<file path="config.mk">
export PLATFORM = sky130hd
export DESIGN_NAME = cross_bar_rr
export DESIGN_NICKNAME = d
export VERILOG_FILES = /design/src/rtl/cross_bar_rr.sv
export SDC_FILE = /design/constraint.sdc
export NUM_CORES = 1
export LEC_CHECK = 0
export ABC_CLOCK_PERIOD_IN_PS = 4800
export CAP_MARGIN = 20
export CORE_AREA = 2 2 312 314
export CTS_BUF_LIST = sky130_fd_sc_hd__clkbuf_4 sky130_fd_sc_hd__clkbuf_8 sky130_fd_sc_hd__clkbuf_16
export CTS_CLUSTER_DIAMETER = 80
export DETAILED_ROUTE_END_ITERATION = 7
export DIE_AREA = 0 0 314 316
export RECOVER_POWER = 25
export REMOVE_ABC_BUFFERS = 1
export SLEW_MARGIN = 20
export SYNTH_ARGS = -nofsm -noshare
export SYNTH_HDL_FRONTEND = slang
export SYNTH_SLANG_ARGS = --single-unit
</file>
<file path="constraint.sdc">
create_clock -name clk -period 4.8 [get_ports clk]
set_input_delay 1.2 -clock clk [delete_from_list [all_inputs] [get_ports clk]]
set_output_delay 1.2 -clock clk [all_outputs]
set_load 0.01 [all_outputs]
</file>
<file path="src/rtl/cross_bar_rr.sv">
// N-master x M-slave request/ack/response crossbar. Each slave owns a small
// arbiter FSM that grants one master at a time in round-robin order.
module cross_bar_rr #(
    parameter int N_MASTERS  = 4,
    parameter int N_SLAVES   = 4,
    parameter int ADDR_WIDTH = 32,
    parameter int DATA_WIDTH = 32
) (
    input  logic                             clk,
    input  logic                             rst_n,
    input  logic [N_MASTERS-1:0]             m_req,
    input  logic [N_MASTERS*ADDR_WIDTH-1:0]  m_addr,
    input  logic [N_MASTERS-1:0]             m_cmd,
    input  logic [N_MASTERS*DATA_WIDTH-1:0]  m_wdata,
    output logic [N_MASTERS-1:0]             m_ack,
    output logic [N_MASTERS-1:0]             m_resp,
    output logic [N_MASTERS*DATA_WIDTH-1:0]  m_rdata,
    output logic [N_SLAVES-1:0]              s_req,
    output logic [N_SLAVES*ADDR_WIDTH-1:0]   s_addr,
    output logic [N_SLAVES-1:0]              s_cmd,
    output logic [N_SLAVES*DATA_WIDTH-1:0]   s_wdata,
    input  logic [N_SLAVES-1:0]              s_ack,
    input  logic [N_SLAVES-1:0]              s_resp,
    input  logic [N_SLAVES*DATA_WIDTH-1:0]   s_rdata,
    output logic [2*N_SLAVES-1:0]            dbg_state
);

    // Handshake: a master holds m_req with stable addr/cmd/wdata until m_ack;
    // a transfer happens on a cycle where s_req and s_ack are both high.
    localparam int SW = $clog2(N_SLAVES);
    localparam int MW = $clog2(N_MASTERS);

    // dbg_state encoding per slave: 0 idle, 1 request, 2 wait for read data
    localparam logic [1:0] ST_IDLE = 2'd0;
    localparam logic [1:0] ST_REQ  = 2'd1;
    localparam logic [1:0] ST_WAIT = 2'd2;

    logic [1:0]            state_q [N_SLAVES];
    logic [1:0]            state_d [N_SLAVES];
    logic [MW-1:0]         owner_q [N_SLAVES];
    logic [MW-1:0]         owner_d [N_SLAVES];
    logic [MW-1:0]         ptr_q   [N_SLAVES];
    logic [MW-1:0]         ptr_d   [N_SLAVES];

    logic [ADDR_WIDTH-1:0] m_addr_a  [N_MASTERS];
    logic [DATA_WIDTH-1:0] m_wdata_a [N_MASTERS];
    logic [SW-1:0]         m_slv     [N_MASTERS];

    logic [MW-1:0]         sel;
    logic                  found;
    logic [MW-1:0]         cur;

    function automatic logic [MW-1:0] next_idx(input logic [MW-1:0] idx);
        if (int'(idx) == N_MASTERS - 1) begin
            return '0;
        end
        return idx + 1'b1;
    endfunction

    always_comb begin
        for (int i = 0; i < N_MASTERS; i++) begin
            m_addr_a[i]  = m_addr[i*ADDR_WIDTH +: ADDR_WIDTH];
            m_wdata_a[i] = m_wdata[i*DATA_WIDTH +: DATA_WIDTH];
            m_slv[i]     = m_addr[i*ADDR_WIDTH + ADDR_WIDTH - 1 -: SW];
        end
    end

    always_comb begin
        sel   = '0;
        found = 1'b0;
        cur   = '0;
        for (int j = 0; j < N_SLAVES; j++) begin
            state_d[j] = state_q[j];
            owner_d[j] = owner_q[j];
            ptr_d[j]   = ptr_q[j];
            cur        = owner_q[j];
            case (state_q[j])
                ST_IDLE: begin
                    // Scan masters starting at the pointer, wrapping around.
                    found = 1'b0;
                    sel   = ptr_q[j];
                    for (int k = 0; k < N_MASTERS; k++) begin
                        if (!found && m_req[sel] && (m_slv[sel] == SW'(j))) begin
                            found      = 1'b1;
                            owner_d[j] = sel;
                            state_d[j] = ST_REQ;
                        end
                        sel = next_idx(sel);
                    end
                end
                ST_REQ: begin
                    if (!m_req[cur]) begin
                        state_d[j] = ST_IDLE;
                        ptr_d[j]   = next_idx(cur);
                    end else if (s_ack[j]) begin
                        if (m_cmd[cur]) begin
                            state_d[j] = ST_IDLE;
                            ptr_d[j]   = next_idx(cur);
                        end else begin
                            state_d[j] = ST_WAIT;
                        end
                    end
                end
                ST_WAIT: begin
                    if (s_resp[j]) begin
                        state_d[j] = ST_IDLE;
                        ptr_d[j]   = next_idx(cur);
                    end
                end
                default: state_d[j] = ST_IDLE;
            endcase
        end
    end

    always_ff @(posedge clk or negedge rst_n) begin
        if (!rst_n) begin
            for (int j = 0; j < N_SLAVES; j++) begin
                state_q[j] <= ST_IDLE;
                owner_q[j] <= '0;
                ptr_q[j]   <= '0;
            end
        end else begin
            for (int j = 0; j < N_SLAVES; j++) begin
                state_q[j] <= state_d[j];
                owner_q[j] <= owner_d[j];
                ptr_q[j]   <= ptr_d[j];
            end
        end
    end

    // Routing is purely combinational from the registered grant, so ack and
    // read data reach the master with no added latency.
    always_comb begin
        m_ack     = '0;
        m_resp    = '0;
        m_rdata   = '0;
        s_req     = '0;
        s_addr    = '0;
        s_cmd     = '0;
        s_wdata   = '0;
        dbg_state = '0;
        for (int j = 0; j < N_SLAVES; j++) begin
            dbg_state[2*j +: 2] = state_q[j];
            if (state_q[j] == ST_REQ && m_req[owner_q[j]]) begin
                s_req[j]                            = 1'b1;
                s_addr[j*ADDR_WIDTH +: ADDR_WIDTH]  = m_addr_a[owner_q[j]];
                s_cmd[j]                            = m_cmd[owner_q[j]];
                s_wdata[j*DATA_WIDTH +: DATA_WIDTH] = m_wdata_a[owner_q[j]];
            end
            for (int i = 0; i < N_MASTERS; i++) begin
                if (owner_q[j] == MW'(i)) begin
                    if (state_q[j] == ST_REQ) begin
                        m_ack[i] = m_ack[i] | (s_ack[j] & m_req[i]);
                    end
                    if (state_q[j] == ST_WAIT) begin
                        m_resp[i] = m_resp[i] | s_resp[j];
                        m_rdata[i*DATA_WIDTH +: DATA_WIDTH] = m_rdata[i*DATA_WIDTH +: DATA_WIDTH]
                                                            | s_rdata[j*DATA_WIDTH +: DATA_WIDTH];
                    end
                end
            end
        end
    end

endmodule

</file>
==> flow_summary.toml, run 1 <==
[logic_synthesis]
synth-seq-area-share = 0.0425
yosysTopAreaCell = "mux4_2"
synth_flop_cell = "dfrtp_1"
synth-async-reset-ratio = 1.00
netlist_area_um2 = 14100
yosysUniqueCellTypes = 74
synth_warnings = 0
synth_edf_count = 0
syn_avg_cell_area_um2 = 9.28
synth_area_leaders = "mux4_2, a22oi_1, and3_1, nand2_1, dfrtp_1"
netlist_instances = 1523
synth_top_area_frac = 0.434
ys_seq_elements = 24

[route]
viasPerCell = 5.31
drc_errors = 0
wl_per_cell_um = 28.6
dr.pass1.iters = 6
postRouteAntennaNets = 0
vias = 18431
routed_wl_um = 99300
drt_iter0_drc = 2030

[worst_setup_path]
r2r_cells = 7
critPathArrivalTime_ns = 3.63
worstPathRequired_ns = 3.60
worst_setup_path_end_kind = "primary output"
rrSetupSlack_ns = 1.56
crit_path_start = "m_req[2]"
reg2reg_from = "ptr_q[6]"
startpoint_type = "input pin"
cp-endpoint = "s_wdata[19]"
worst-setup-path-type = "in -> out"
r2r_end = "dbg_state[1]"
path_max_fanout = 67

[sta]
period_needed_ns = 4.83
hold_viol_final = 0
slew_headroom = 0.109
rsz0062_at_grt = "false"
fin_crit_sh = 1.01
fin_tns_setup_ns = -0.0637
setup_viol = 2
setup_ws_ns = -0.0349
timing.fmax_mhz = 207
tightest_slew_ns = 1.34
hold_ws_ns = 0.597
drv_slew = 0
fin_skew_ns = 0.00168

[floorplanning]
rows = 114
coreArea_um2 = 96000
start_util = 0.147
die-area_um2 = 99200
die_w_um = 314
die_h_um = 316
io_pins = 810

[clock_tree]
cts_setup_buffers = 0
numCtsBuffers = 3
path_clk_slew_ns = 0.07
clockBufferDepth = 2
h-tree-depth = 1
ctsResizeCount = 0
cts_tree = "yes"
root_buffer = "clkbuf_16"
cts.sinks = 24
postCtsHoldBufs = 0
clock_latency_ns = 0.26

[layout]
syn_to_final_growth_pct = 69.9
nNetsFinal = 2612
final_cell_area_um2 = 24000
drive_gt1_frac = 0.170

[placed_design]
place.gp.congestion = 0.907
place_ws_ns = 0.125
place_area_um2 = 23900
dp_hpwl_um = 74600
io_buffers = 809

[outcome]
status = "finished, violations left"
violations = "negative setup slack"

[grt]
antenna_found_initial = 13
grt.total_usage = 0.188
gr-total-overflow = 0
grt_first_pass_wirelength_um = 137000
grt_pass1_vias = 17782
grt_max_degree = 68

[pwr]
ir_worst_vdd_uv = 409
power_density_nw_per_um2 = 498
power_leakage_nw = 9.34

[job]
drv_cap = 0

[min_path]
hold_class = "reg -> reg"
-- per-stage QoR --
step	power (mW)	util	std cells
detailed placement	11.7	0.249	3458
CTS	12.0	0.250	3462
finish	12.0	0.250	3474
global placement	11.7	0.249	3458
floorplan	6.48	-	1313
global route	12.6	0.250	3465
-- registers in the layout (all words and copies together) (netlist names) --
| signal | flops |
|---|---|
| owner_q | 6 |
| dbg_state | 8 |
| cur | 2 |
| ptr_q | 8 |
-- layer usage --
layer	global-route usage	routed length (um)
met1	0.252	39600
met2	0.291	44800
met3	0.0582	11700
met4	0.0544	3190
met5	0	34
-- worst max-delay path, stage by stage --
cell	delay, ns
dlygate4sd3_1	0.63
mux4_4	0.65
buf_12	0.20
and3_1	0.32
clkdlybuf4s50_1	0.49
-- cells in the mapped netlist (all sizes together), types with 5 or more instances --
cell / count
nand3b: 12
a32oi: 11
dfrtp: 24
ha: 23
a22oi: 263
o21a: 6
and3: 262
a31oi: 6
mux2: 7
nor2b: 7
o31ai: 5
or3b: 5
o211ai: 9
and3b: 5
a211oi: 9
o211a: 5
a311o: 5
o21ai: 29
nor2: 30
inv: 26
nand2: 161
mux4: 272
a21boi: 5
nor3: 10
nor3b: 5
buf: 50
and2: 21
mux2i: 11
nand3: 14
clkbuf: 160
a21oi: 12
-- cells in the final DEF, fill, tap and decap left out, drive strengths merged, types with 10 or more instances in the layout --
cell	count
a21oi	12
a22oi	263
a32oi	11
and2	21
and3	262
buf	73
clkdlybuf4s50	729
dfrtp	24
diode	12
dlygate4sd3	62
ha	23
inv	26
mux2i	11
mux4	272
nand2	161
nand3	14
nand3b	12
nor2	30
nor3	10
o21ai	29
-- cells by family after synthesis --
group,count (synthesis),share of synthesized area
simple gates,547,0.211
fa+ha+maj,23,0.0204
mux,290,0.447
flops,24,0.0425
compound gates,398,0.210
xor+xnor,4,0.00248
buf+inv,237,0.0664
-- worst min-delay path by stage --
| stage | startpoint | to | depth (start not counted) |
|---|---|---|---|
| 2_1_floorplan | ptr_q[7] | ptr_q[7] | 1 |
| 3_3_place_gp | ptr_q[7] | ptr_q[7] | 1 |
| 3_5_place_dp | ptr_q[7] | ptr_q[7] | 1 |
| 4_1_cts | ptr_q[7] | ptr_q[7] | 1 |
| 5_1_grt | ptr_q[7] | ptr_q[7] | 1 |
| 6_report | ptr_q[7] | ptr_q[7] | 1 |
-- final cells by class --
| cell class | instances | area, um^2 |
|---|---|---|
| Antenna cell | 12 | 30.0 |
| Clock buffer | 3 | 75.1 |
| Clock inverter | 1 | 30.0 |
| Fill cell | 10227 | 72000 |
| Inverter | 27 | 101 |
| Multi-Input combinational cell | 1262 | 12600 |
| Sequential cell | 24 | 628 |
| Tap cell | 1276 | 1600 |
| Timing Repair Buffer | 869 | 8920 |
-- where the power goes --
part	leakage (nW)	internal, mW	switching, mW
combinational	9.00	5.34	5.58
sequential	0.287	0.318	0.468
clock	0.0512	0.166	0.0790
(Power assumes the default switching activity.)
==> run 2: changes to the inputs <==
--- a/config.mk
+++ b/config.mk
@@ -10,6 +10,7 @@
 export CORE_AREA = 2 2 312 314
 export CTS_BUF_LIST = sky130_fd_sc_hd__clkbuf_4 sky130_fd_sc_hd__clkbuf_8 sky130_fd_sc_hd__clkbuf_16
 export CTS_CLUSTER_DIAMETER = 80
+export CTS_CLUSTER_SIZE = 28
 export DETAILED_ROUTE_END_ITERATION = 7
 export DIE_AREA = 0 0 314 316
 export RECOVER_POWER = 25
==> results of run 2 <==
Final layout, timing and power as in run 1 (identical DEF).
==> run 3: changes to the inputs <==
--- a/config.mk
+++ b/config.mk
@@ -5,7 +5,6 @@
 export SDC_FILE = /design/constraint.sdc
 export NUM_CORES = 1
 export LEC_CHECK = 0
-export ABC_CLOCK_PERIOD_IN_PS = 4800
 export CAP_MARGIN = 20
 export CORE_AREA = 2 2 312 314
 export CTS_BUF_LIST = sky130_fd_sc_hd__clkbuf_4 sky130_fd_sc_hd__clkbuf_8 sky130_fd_sc_hd__clkbuf_16
==> constraint.sdc (replaced) <==
create_clock -name clk -period 4.8 [get_ports clk]
set_input_delay 1.44 -clock clk [delete_from_list [all_inputs] [get_ports clk]]
set_output_delay 1.44 -clock clk [all_outputs]
set_load 0.01 [all_outputs]
==> run 3 against run 2 <==
The run ends with max-capacitance violations, max-slew violations, negative setup slack left. Hold slack got worse by 0.0086 ns. Routed wire length rose by 2.6%. Utilization increased by 0.59 points. Combinational power grew 6%. Maximum frequency fell by 0.47%. Cell area up 2.4%. Critical endpoint is now s_wdata[9].
==> flow_summary.toml, run 3 (same netlist as run 1, synthesis figures left out) <==
[placed_design]
place.gp.congestion = 0.937
place_area_um2 = 24200
dp_hpwl_um = 75800
place_ws_ns = -0.290
io_buffers = 809

[floorplanning]
rows = 114
die_h_um = 316
start_util = 0.147
io_pins = 810
die-area_um2 = 99200
coreArea_um2 = 96000
die_w_um = 314

[sta]
fin_crit_sh = 1.01
setup_ws_ns = -0.0575
hold_ws_ns = 0.589
rsz0062_at_grt = "true"
period_needed_ns = 4.86
hold_viol_final = 0
fin_skew_ns = 0.00124
slew_headroom = -0.00856
drv_slew = 25
setup_viol = 27
tightest_slew_ns = 1.51
timing.fmax_mhz = 206

[grt]
antenna_found_initial = 17
grt_max_degree = 68
grt.total_usage = 0.191
grt_first_pass_wirelength_um = 139000
grt_pass1_vias = 17955
gr-total-overflow = 0

[route]
wl_per_cell_um = 29.1
routed_wl_um = 102000
drc_errors = 0
viasPerCell = 5.37
postRouteAntennaNets = 0
drt_iter0_drc = 2191
dr.pass1.iters = 5
vias = 18815

[clock_tree]
cts.sinks = 24
h-tree-depth = 1
numCtsBuffers = 3
root_buffer = "clkbuf_16"
path_clk_slew_ns = 0.07
clockBufferDepth = 2
clock_latency_ns = 0.27
cts_tree = "yes"

[worst_setup_path]
path_max_fanout = 47
worstPathRequired_ns = 3.36
worst-setup-path-type = "in -> out"
worst_setup_path_end_kind = "primary output"
critPathArrivalTime_ns = 3.42
startpoint_type = "input pin"

[layout]
final_common_cell = "clkdlybuf4s50_1"
nNetsFinal = 2650
syn_to_final_growth_pct = 73.9
drive_gt1_frac = 0.187
layout_common_cells = "clkdlybuf4s50_1, mux4_2, a22oi_1, and3_1, nand2_1"
final_cell_area_um2 = 24600

[outcome]
status = "finished, violations left"
violations = "max-capacitance violations, max-slew violations, negative setup slack"

[job]
drv_cap = 1

[min_path]
hold_class = "reg -> reg"

[pwr]
power_density_nw_per_um2 = 503
power_leakage_nw = 10.7
ir_worst_vdd_uv = 520
run 3: what timing repair did:
item,in CTS,in global routing
buffers inserted,3,2
hold buffers,0,0
gates resized for setup,104,52
endpoints found under the setup margin,242,105
cloned,4,1
endpoints found under the hold margin,0,0
run 3: worst paths after layout:
| kind | startpoint | to | slack [ns] | cells after the start |
|---|---|---|---|---|
| hold reg to reg | dbg_state[1] | dbg_state[1] | 0.59 | 1 |
| min in group asynchronous | rst_n | dbg_state[6] | 2.06 | 2 |
| hold / removal | dbg_state[1] | dbg_state[1] | 0.59 | 1 |
| max in group asynchronous | rst_n | owner_q[6] | 1.66 | 2 |
| setup / recovery | m_req[2] | s_wdata[9] | -0.06 | 5 |
| setup reg to reg | ptr_q[6] | dbg_state[1] | 1.49 | 7 |
run 3: per-layer routing:
metal,share of wire,up-vias,global-route usage
met1,0.40,9392,0.251
met2,0.44,1458,0.290
met3,0.12,226,0.0643
met5,0.00080,-,0
li1,-,7725,-
met4,0.043,14,0.0701
run 3: through the flow:
step                setup TNS, ns  cells  utilization  power (mW)
floorplan                 -263.81   1313            -        6.48
global placement           -39.41   3486        0.252        12.0
detailed placement         -44.00   3486        0.252        12.0
CTS                       -0.0100   3497        0.254        12.4
global route                -1.08   3502        0.256        13.0
finish                      -1.00   3504        0.256        12.3
run 3: power breakdown:
group	switching (mW)	internal, mW	leakage [nW]	total (mW)
sequential	0.338	0.324	0.287	0.662
combinational	5.92	5.56	10.4	11.5
clock	0.0842	0.128	0.0442	0.212
run 3: cell type report:
class / instances / area, um^2
antenna: 4 / 10.0
clock buffer: 4 / 88.8
fill: 10198 / 71400
inverter: 27 / 101
multi-input combinational: 1262 / 12600
sequential: 24 / 631
tap: 1276 / 1600
timing repair buffer: 907 / 9490
run 3: critical path, stage by stage:
cell and delay (ns):
dlygate4sd2_1 0.28, mux4_4 0.65, buf_12 0.20, and3_1 0.26, clkdlybuf4s50_1 0.48
